$ cat config.mk
export PLATFORM = sky130hd
export DESIGN_NAME = uart_handshake_retry
export DESIGN_NICKNAME = d
export VERILOG_FILES = /design/src/rtl/uart_handshake_retry.sv
export SDC_FILE = /design/constraint.sdc
export NUM_CORES = 1
export LEC_CHECK = 0
export BUFFER_PORTS_ARGS = -buffer_cell sky130_fd_sc_hd__buf_2
export CORE_UTILIZATION = 40
export DETAILED_ROUTE_END_ITERATION = 10
export GPL_TIMING_DRIVEN = 1
export PLACE_DENSITY_LB_ADDON = 0.25
export SLEW_MARGIN = 20
export SYNTH_ARGS = -nofsm -noshare
export SYNTH_HDL_FRONTEND = slang
export SYNTH_SLANG_ARGS = --single-unit
$ cat constraint.sdc
create_clock -name clock -period 4.41 [get_ports clock]
set_input_delay 0.6615 -clock clock [delete_from_list [all_inputs] [get_ports clock]]
set_output_delay 0.6615 -clock clock [all_outputs]
set_load 0.02 [all_outputs]
$ cat src/rtl/uart_handshake_retry.sv
// Link bring-up handshake: sends SYNC_BYTE, waits for ACK_BYTE with a timeout, and retries a bounded number of times.
// Includes the 8N1 uart_tx/uart_rx pair it drives; both are held idle while their enable is low.

module uart_tx #(
    parameter int CLKS_PER_BIT = 5208
) (
    input  logic       clock,
    input  logic       reset_n,
    input  logic       enable,
    input  logic       start,
    input  logic [7:0] data,
    output logic       serial,
    output logic       done
);
    localparam int CW = (CLKS_PER_BIT > 1) ? $clog2(CLKS_PER_BIT) : 1;
    localparam logic [CW-1:0] BIT_LAST = CW'(CLKS_PER_BIT - 1);

    localparam logic [1:0] S_IDLE  = 2'd0;
    localparam logic [1:0] S_START = 2'd1;
    localparam logic [1:0] S_DATA  = 2'd2;
    localparam logic [1:0] S_STOP  = 2'd3;

    logic [1:0]    state;
    logic [CW-1:0] clk_cnt;
    logic [2:0]    bit_idx;
    logic [7:0]    shreg;
    logic          load;
    logic          shift;

    assign load  = enable && (state == S_IDLE) && start;
    assign shift = enable && (state == S_DATA) && (clk_cnt == BIT_LAST);

    always_ff @(posedge clock or negedge reset_n) begin
        if (!reset_n) begin
            state   <= S_IDLE;
            clk_cnt <= '0;
            bit_idx <= '0;
            serial  <= 1'b1;
            done    <= 1'b0;
        end else if (!enable) begin
            state   <= S_IDLE;
            clk_cnt <= '0;
            bit_idx <= '0;
            serial  <= 1'b1;
            done    <= 1'b0;
        end else begin
            done <= 1'b0;
            case (state)
                S_IDLE: begin
                    serial <= 1'b1;
                    if (start) begin
                        serial  <= 1'b0;
                        clk_cnt <= '0;
                        state   <= S_START;
                    end
                end
                S_START: begin
                    if (clk_cnt == BIT_LAST) begin
                        clk_cnt <= '0;
                        bit_idx <= '0;
                        serial  <= shreg[0];
                        state   <= S_DATA;
                    end else begin
                        clk_cnt <= clk_cnt + 1'b1;
                    end
                end
                S_DATA: begin
                    if (clk_cnt == BIT_LAST) begin
                        clk_cnt <= '0;
                        if (bit_idx == 3'd7) begin
                            serial <= 1'b1;
                            state  <= S_STOP;
                        end else begin
                            // shreg shifts on this same edge, so the next bit is shreg[1]
                            bit_idx <= bit_idx + 3'd1;
                            serial  <= shreg[1];
                        end
                    end else begin
                        clk_cnt <= clk_cnt + 1'b1;
                    end
                end
                S_STOP: begin
                    if (clk_cnt == BIT_LAST) begin
                        clk_cnt <= '0;
                        done    <= 1'b1;
                        state   <= S_IDLE;
                    end else begin
                        clk_cnt <= clk_cnt + 1'b1;
                    end
                end
                default: state <= S_IDLE;
            endcase
        end
    end

    always_ff @(posedge clock) begin
        if (load) begin
            shreg <= data;
        end else if (shift) begin
            shreg <= {1'b0, shreg[7:1]};
        end
    end
endmodule

module uart_rx #(
    parameter int CLKS_PER_BIT = 5208
) (
    input  logic       clock,
    input  logic       reset_n,
    input  logic       enable,
    input  logic       serial,
    output logic       dv,
    output logic [7:0] data
);
    localparam int CW = (CLKS_PER_BIT > 1) ? $clog2(CLKS_PER_BIT) : 1;
    localparam logic [CW-1:0] BIT_LAST = CW'(CLKS_PER_BIT - 1);
    localparam logic [CW-1:0] BIT_MID  = CW'((CLKS_PER_BIT - 1) / 2);

    localparam logic [1:0] S_IDLE  = 2'd0;
    localparam logic [1:0] S_START = 2'd1;
    localparam logic [1:0] S_DATA  = 2'd2;
    localparam logic [1:0] S_STOP  = 2'd3;

    logic [1:0]    state;
    logic [CW-1:0] clk_cnt;
    logic [2:0]    bit_idx;
    logic [7:0]    shreg;
    logic          rx_meta;
    logic          rx_sync;
    logic          shift;

    assign shift = enable && (state == S_DATA) && (clk_cnt == BIT_LAST);
    assign data  = shreg;

    always_ff @(posedge clock or negedge reset_n) begin
        if (!reset_n) begin
            state   <= S_IDLE;
            clk_cnt <= '0;
            bit_idx <= '0;
            dv      <= 1'b0;
            rx_meta <= 1'b1;
            rx_sync <= 1'b1;
        end else begin
            rx_meta <= serial;
            rx_sync <= rx_meta;
            dv      <= 1'b0;
            if (!enable) begin
                state   <= S_IDLE;
                clk_cnt <= '0;
                bit_idx <= '0;
            end else begin
                case (state)
                    S_IDLE: begin
                        if (!rx_sync) begin
                            clk_cnt <= '0;
                            state   <= S_START;
                        end
                    end
                    S_START: begin
                        // re-check at mid start bit to reject glitches
                        if (clk_cnt == BIT_MID) begin
                            clk_cnt <= '0;
                            bit_idx <= '0;
                            state   <= rx_sync ? S_IDLE : S_DATA;
                        end else begin
                            clk_cnt <= clk_cnt + 1'b1;
                        end
                    end
                    S_DATA: begin
                        if (clk_cnt == BIT_LAST) begin
                            clk_cnt <= '0;
                            if (bit_idx == 3'd7) begin
                                state <= S_STOP;
                            end else begin
                                bit_idx <= bit_idx + 3'd1;
                            end
                        end else begin
                            clk_cnt <= clk_cnt + 1'b1;
                        end
                    end
                    S_STOP: begin
                        if (clk_cnt == BIT_LAST) begin
                            clk_cnt <= '0;
                            dv      <= rx_sync;
                            state   <= S_IDLE;
                        end else begin
                            clk_cnt <= clk_cnt + 1'b1;
                        end
                    end
                    default: state <= S_IDLE;
                endcase
            end
        end
    end

    always_ff @(posedge clock) begin
        if (shift) begin
            shreg <= {rx_sync, shreg[7:1]};
        end
    end
endmodule

module uart_handshake_retry #(
    parameter int         CLKS_PER_BIT = 5208,
    parameter logic [7:0] SYNC_BYTE    = 8'hFF,
    parameter logic [7:0] ACK_BYTE     = 8'hFF,
    parameter int         TIMEOUT_CLKS = 600000,
    parameter int         MAX_RETRIES  = 3,
    parameter int         GAP_CLKS     = 1000
) (
    input  logic       clock,
    input  logic       reset_n,
    input  logic       i_Rx_Serial,
    input  logic       t0,
    input  logic       clear_fail,
    output logic       o_Tx_Serial,
    output logic       busy,
    output logic       handshake_done,
    output logic       handshake_successful,
    output logic       handshake_fail,
    output logic [3:0] handshake_code,
    output logic [3:0] retry_count
);
    localparam int CNT_MAX = (TIMEOUT_CLKS > GAP_CLKS) ? TIMEOUT_CLKS : GAP_CLKS;
    localparam int CW      = $clog2(CNT_MAX + 1);
    localparam logic [CW-1:0] TIMEOUT_LOAD = CW'(TIMEOUT_CLKS - 1);
    localparam logic [CW-1:0] GAP_LOAD     = CW'(GAP_CLKS - 1);
    localparam logic [3:0]    RETRY_LIMIT  = 4'(MAX_RETRIES);

    localparam logic [2:0] ST_IDLE      = 3'd0;
    localparam logic [2:0] ST_SEND      = 3'd1;
    localparam logic [2:0] ST_WAIT_TX   = 3'd2;
    localparam logic [2:0] ST_WAIT_RX   = 3'd3;
    localparam logic [2:0] ST_GAP       = 3'd4;
    localparam logic [2:0] ST_DONE_OK   = 3'd5;
    localparam logic [2:0] ST_DONE_FAIL = 3'd6;

    localparam logic [3:0] CODE_TIMEOUT  = 4'hD;
    localparam logic [3:0] CODE_MISMATCH = 4'hF;
    localparam logic [3:0] CODE_OK       = 4'hE;
    localparam logic [3:0] CODE_BUSY     = 4'h1;
    localparam logic [3:0] CODE_IDLE     = 4'h0;

    logic [2:0]    state;
    logic [CW-1:0] cnt;
    logic          uart_en;
    logic          cause_mismatch;
    logic          tx_start;
    logic          tx_done;
    logic          rx_dv;
    logic [7:0]    rx_data;
    logic          ack_ok;
    logic          attempt_failed;
    logic          fail_mismatch;

    assign tx_start = (state == ST_SEND);
    assign ack_ok   = (state == ST_WAIT_RX) && rx_dv && (rx_data == ACK_BYTE);

    uart_tx #(.CLKS_PER_BIT(CLKS_PER_BIT)) u_tx (
        .clock   (clock),
        .reset_n (reset_n),
        .enable  (uart_en),
        .start   (tx_start),
        .data    (SYNC_BYTE),
        .serial  (o_Tx_Serial),
        .done    (tx_done)
    );

    uart_rx #(.CLKS_PER_BIT(CLKS_PER_BIT)) u_rx (
        .clock   (clock),
        .reset_n (reset_n),
        .enable  (uart_en),
        .serial  (i_Rx_Serial),
        .dv      (rx_dv),
        .data    (rx_data)
    );

    // A received byte takes priority over a timeout landing on the same cycle.
    always_comb begin
        attempt_failed = 1'b0;
        fail_mismatch  = 1'b0;
        if (state == ST_WAIT_RX) begin
            if (rx_dv) begin
                if (rx_data != ACK_BYTE) begin
                    attempt_failed = 1'b1;
                    fail_mismatch  = 1'b1;
                end
            end else if (cnt == '0) begin
                attempt_failed = 1'b1;
            end
        end
    end

    always_ff @(posedge clock or negedge reset_n) begin
        if (!reset_n) begin
            state                <= ST_IDLE;
            cnt                  <= '0;
            uart_en              <= 1'b0;
            cause_mismatch       <= 1'b0;
            busy                 <= 1'b0;
            handshake_done       <= 1'b0;
            handshake_successful <= 1'b0;
            handshake_fail       <= 1'b0;
            retry_count          <= '0;
        end else if (clear_fail) begin
            state                <= ST_IDLE;
            cnt                  <= '0;
            uart_en              <= 1'b0;
            cause_mismatch       <= 1'b0;
            busy                 <= 1'b0;
            handshake_done       <= 1'b0;
            handshake_successful <= 1'b0;
            handshake_fail       <= 1'b0;
            retry_count          <= '0;
        end else begin
            case (state)
                ST_IDLE, ST_DONE_OK: begin
                    if (t0 && !handshake_fail) begin
                        state                <= ST_SEND;
                        handshake_done       <= 1'b0;
                        handshake_successful <= 1'b0;
                        retry_count          <= '0;
                        busy                 <= 1'b1;
                        uart_en              <= 1'b1;
                    end
                end
                ST_SEND: state <= ST_WAIT_TX;
                ST_WAIT_TX: begin
                    if (tx_done) begin
                        handshake_done <= 1'b1;
                        cnt            <= TIMEOUT_LOAD;
                        state          <= ST_WAIT_RX;
                    end
                end
                ST_WAIT_RX: begin
                    if (ack_ok) begin
                        state                <= ST_DONE_OK;
                        handshake_successful <= 1'b1;
                        busy                 <= 1'b0;
                        uart_en              <= 1'b0;
                    end else if (attempt_failed) begin
                        if (retry_count < RETRY_LIMIT) begin
                            retry_count    <= retry_count + 4'd1;
                            handshake_done <= 1'b0;
                            cnt            <= GAP_LOAD;
                            state          <= ST_GAP;
                        end else begin
                            state          <= ST_DONE_FAIL;
                            handshake_fail <= 1'b1;
                            cause_mismatch <= fail_mismatch;
                            busy           <= 1'b0;
                            uart_en        <= 1'b0;
                        end
                    end else if (cnt != '0) begin
                        cnt <= cnt - 1'b1;
                    end
                end
                ST_GAP: begin
                    if (cnt == '0) begin
                        state <= ST_SEND;
                    end else begin
                        cnt <= cnt - 1'b1;
                    end
                end
                ST_DONE_FAIL: state <= ST_DONE_FAIL;
                default:      state <= ST_IDLE;
            endcase
        end
    end

    always_comb begin
        handshake_code = CODE_IDLE;
        if (handshake_fail) begin
            handshake_code = cause_mismatch ? CODE_MISMATCH : CODE_TIMEOUT;
        end else if (handshake_successful) begin
            handshake_code = CODE_OK;
        end else if (busy) begin
            handshake_code = CODE_BUSY;
        end
    end
endmodule

==> flow_metrics.env <==
export IMPL_status="finished clean"
export IMPL_antenna_cells=0
export IMPL_postSynthAreaPerCell_um2=9.402
export IMPL_drt_iter0_drc=182
export IMPL_die_w_um=113.1
export IMPL_ctsResizeCount=0
export IMPL_post_cts_buffers=0
export IMPL_yosysUniqueCellTypes=76
export IMPL_yosysWarnings=0
export IMPL_initial_core_util=0.4109
export IMPL_setup_tns_ns=0
export IMPL_fin_crit_sh=0.6605
export IMPL_met3_length_um=232
export IMPL_synth_adder_area_share=0.03295
export IMPL_insertion_delay_ns=0.35
export IMPL_gp_congestion=0.8815
export IMPL_p_per_area_mw_per_mm2=471.5
export IMPL_synth_xor_area_share=0.03904
export IMPL_synth_edff_count=8
export IMPL_avgRoutedWirePerCell_um=15.10
export IMPL_setup_viol=0
export IMPL_max_slew_margin=0.2812
export IMPL_final_cells=686
export IMPL_netlist_area_mm2=0.004936
export IMPL_clock_path_buffers=2
export IMPL_synth_top_family_by_area="simple AND/OR/NAND/NOR gates"
export IMPL_max_slew_worst_pin_slew_ns=1.068
export IMPL_max_freq_mhz=343.3
export IMPL_synthArstFlopShare=0.8202
export IMPL_cts_root_buf="clkbuf_16"
export IMPL_fin_crit_ns=2.913
export IMPL_grt_use_total=0.1768
export IMPL_mostFrequentLayoutCells="dfrtp_1 (70), nor2_1 (62), nand2_1 (49)"
export IMPL_ios=18
export IMPL_vias=3902
export IMPL_cap_viol_max_count=0
export IMPL_chipHeight_um=113.1
export IMPL_leakage_nw=2.220
export IMPL_final_nets=552
export IMPL_netlist_instances=525
export IMPL_core_area_mm2=0.01201
export IMPL_grt_max_degree=74
export IMPL_grt_pass1_vias=3796
export IMPL_muxShareOfSynthArea=0.01825
export IMPL_syn2layout_area_growth_pct=9.962
export IMPL_crit_required_ns=4.65
export IMPL_numPortBuffers=17
export IMPL_dr_max_layer_used="met4"
export IMPL_dr_pass1_iters=4
export IMPL_dp_cells=670
export IMPL_clk_pin_slew_ns=0.07
export IMPL_maxSlewViolCount=0
export IMPL_worstSetupEndpointType="flip-flop"
export IMPL_vdd_drop_max_uv=297.1
export IMPL_ys_seq_area_frac=0.4520
export IMPL_holdWs_ns=0.3544
export IMPL_crit_path_start_kind="flip-flop"
export IMPL_rows=40
export IMPL_dp_hpwl_mm=7.210
export IMPL_die_area_mm2=0.01279
export IMPL_drcViolationCount=0
export IMPL_critPathKind="reg -> reg"
export IMPL_placed_cell_area_mm2=0.005129
export IMPL_cts_sinks=89
export IMPL_cts_tree="done"
export IMPL_final_common_cell="dfrtp_1"
export IMPL_synthSimpleGateAreaFrac=0.2471
export IMPL_syn_num_nets=543
export IMPL_synth_seq_cells=89
export IMPL_synthFlopType="dfrtp_1"
export IMPL_power_mw=2.559
export IMPL_layout_drive_gt1_share=0.1132
export IMPL_grt_pass1_wl_mm=17.98
export IMPL_cts_buffers=9
export IMPL_wl_mm=10.36
export IMPL_hold_viol_final=0
export IMPL_rsz0062_at_grt="no"
export IMPL_final_area_mm2=0.005428
export IMPL_synth_compound_area_frac=0.1810
export IMPL_critPathArrivalTime_ns=3.15
export IMPL_viasPerCell=5.688
export IMPL_hold_class="reg -> reg"
export IMPL_wl_met2_mm=5.006
export IMPL_antenna_found_initial=0
export IMPL_grt_overflow=0
export IMPL_path_max_fanout=21
export IMPL_fillCellCount=1147
export IMPL_fin_skew_ns=0.01126
export IMPL_wl_met1_mm=4.882
export IMPL_antenna_left=0
export IMPL_htreeDepth=3
export IMPL_postCtsHoldBufs=0
==> synth_stat cells, types with 10 or more instances <==
cell,n,share of area
nand4_1,10,0.013
clkbuf_1,16,0.012
inv_1,14,0.011
dfrtp_1,70,0.35
nor2_1,62,0.047
o21ai_0,30,0.030
nor3_1,16,0.016
nand2_1,49,0.037
xor2_1,14,0.025
a21oi_1,17,0.017
ha_1,13,0.033
nand3_1,25,0.025
==> power by group <==
group	internal, mW	leakage [nW]	switching (mW)
registers	0.952	1.10	0.145
logic	0.271	0.972	0.431
clock network	0.438	0.145	0.322
==> flip-flops by register name, indices dropped and copies added (netlist names), 2 cells and up <==
name / flops
cnt: 20
retry_count: 4
state: 3
u_rx.bit_idx: 3
u_rx.clk_cnt: 13
u_rx.data: 8
u_rx.state: 2
u_tx.bit_idx: 3
u_tx.clk_cnt: 13
u_tx.shreg: 8
u_tx.state: 2
==> routing by layer <==
metal / up-vias / global-route usage
met1: 1884 / 0.2252
met4: 0 / 0.09123
met3: 16 / 0.03053
met2: 54 / 0.2892
li1: 1948 / -
met5: - / 0
==> final cells by class <==
| class | instances | area [µm²] | area share |
|---|---|---|---|
| flip-flops and latches | 89 | 2231 | 0.4110 |
| multi-input cells | 401 | 2564 | 0.4723 |
| repair buffers | 19 | 102.6 | 0.01890 |
| inverters | 14 | 52.55 | 0.009682 |
| clock inverters | 7 | 68.82 | 0.01268 |
| clock buffers | 9 | 225.2 | 0.04149 |
| well taps | 147 | 183.9 | 0.03389 |
==> cells by family (layout without fill, tap and decap cells) <==
logic type / count (synthesis) / after routing
muxes: 9 / 9
xor gates and xnor gates: 22 / 22
buffers and inverters: 35 / 49
DFF: 89 / 89
adders and majority gates: 13 / 13
AOI/OAI and AO/OA: 126 / 126
and+or+nand+nor: 231 / 231
==> final timing paths <==
kind,slack (ns),startpoint,cells past startpoint,endpoint
min in group asynchronous,0.43,reset_n,1,cnt[4]$_DFFE_PN0P_
max in group asynchronous,3.35,reset_n,1,cnt[18]$_DFFE_PN0P_
max reg2reg,1.50,cnt[1]$_DFFE_PN0P_,9,cnt[3]$_DFFE_PN0P_
max,1.50,cnt[1]$_DFFE_PN0P_,9,cnt[3]$_DFFE_PN0P_
min,0.35,u_rx.rx_meta$_DFF_PN1_,0,u_rx.rx_sync$_DFF_PN1_
min reg2reg,0.35,u_rx.rx_meta$_DFF_PN1_,0,u_rx.rx_sync$_DFF_PN1_
==> critical path: stages, from the launching register on <==
cell	delay (ns)
dfrtp_1	0.39
inv_1	0.15
ha_1	0.16
or4b_4	0.49
nor4_4	0.40
nand2_1	0.23
o21ai_1	0.24
buf_4	0.27
nor2_1	0.11
a221o_2	0.35
==> per-stage QoR <==
| step | utilization | worst slack (ns) |
|---|---|---|
| after floorplan | - | 1.876 |
| after global placement | 0.4270 | 1.639 |
| after detailed placement | 0.4270 | 1.536 |
| after CTS | 0.4515 | 1.520 |
| after global routing | 0.4519 | 1.300 |
| final | 0.4519 | 1.497 |
Note: power is estimated with default switching activity, not from simulation.
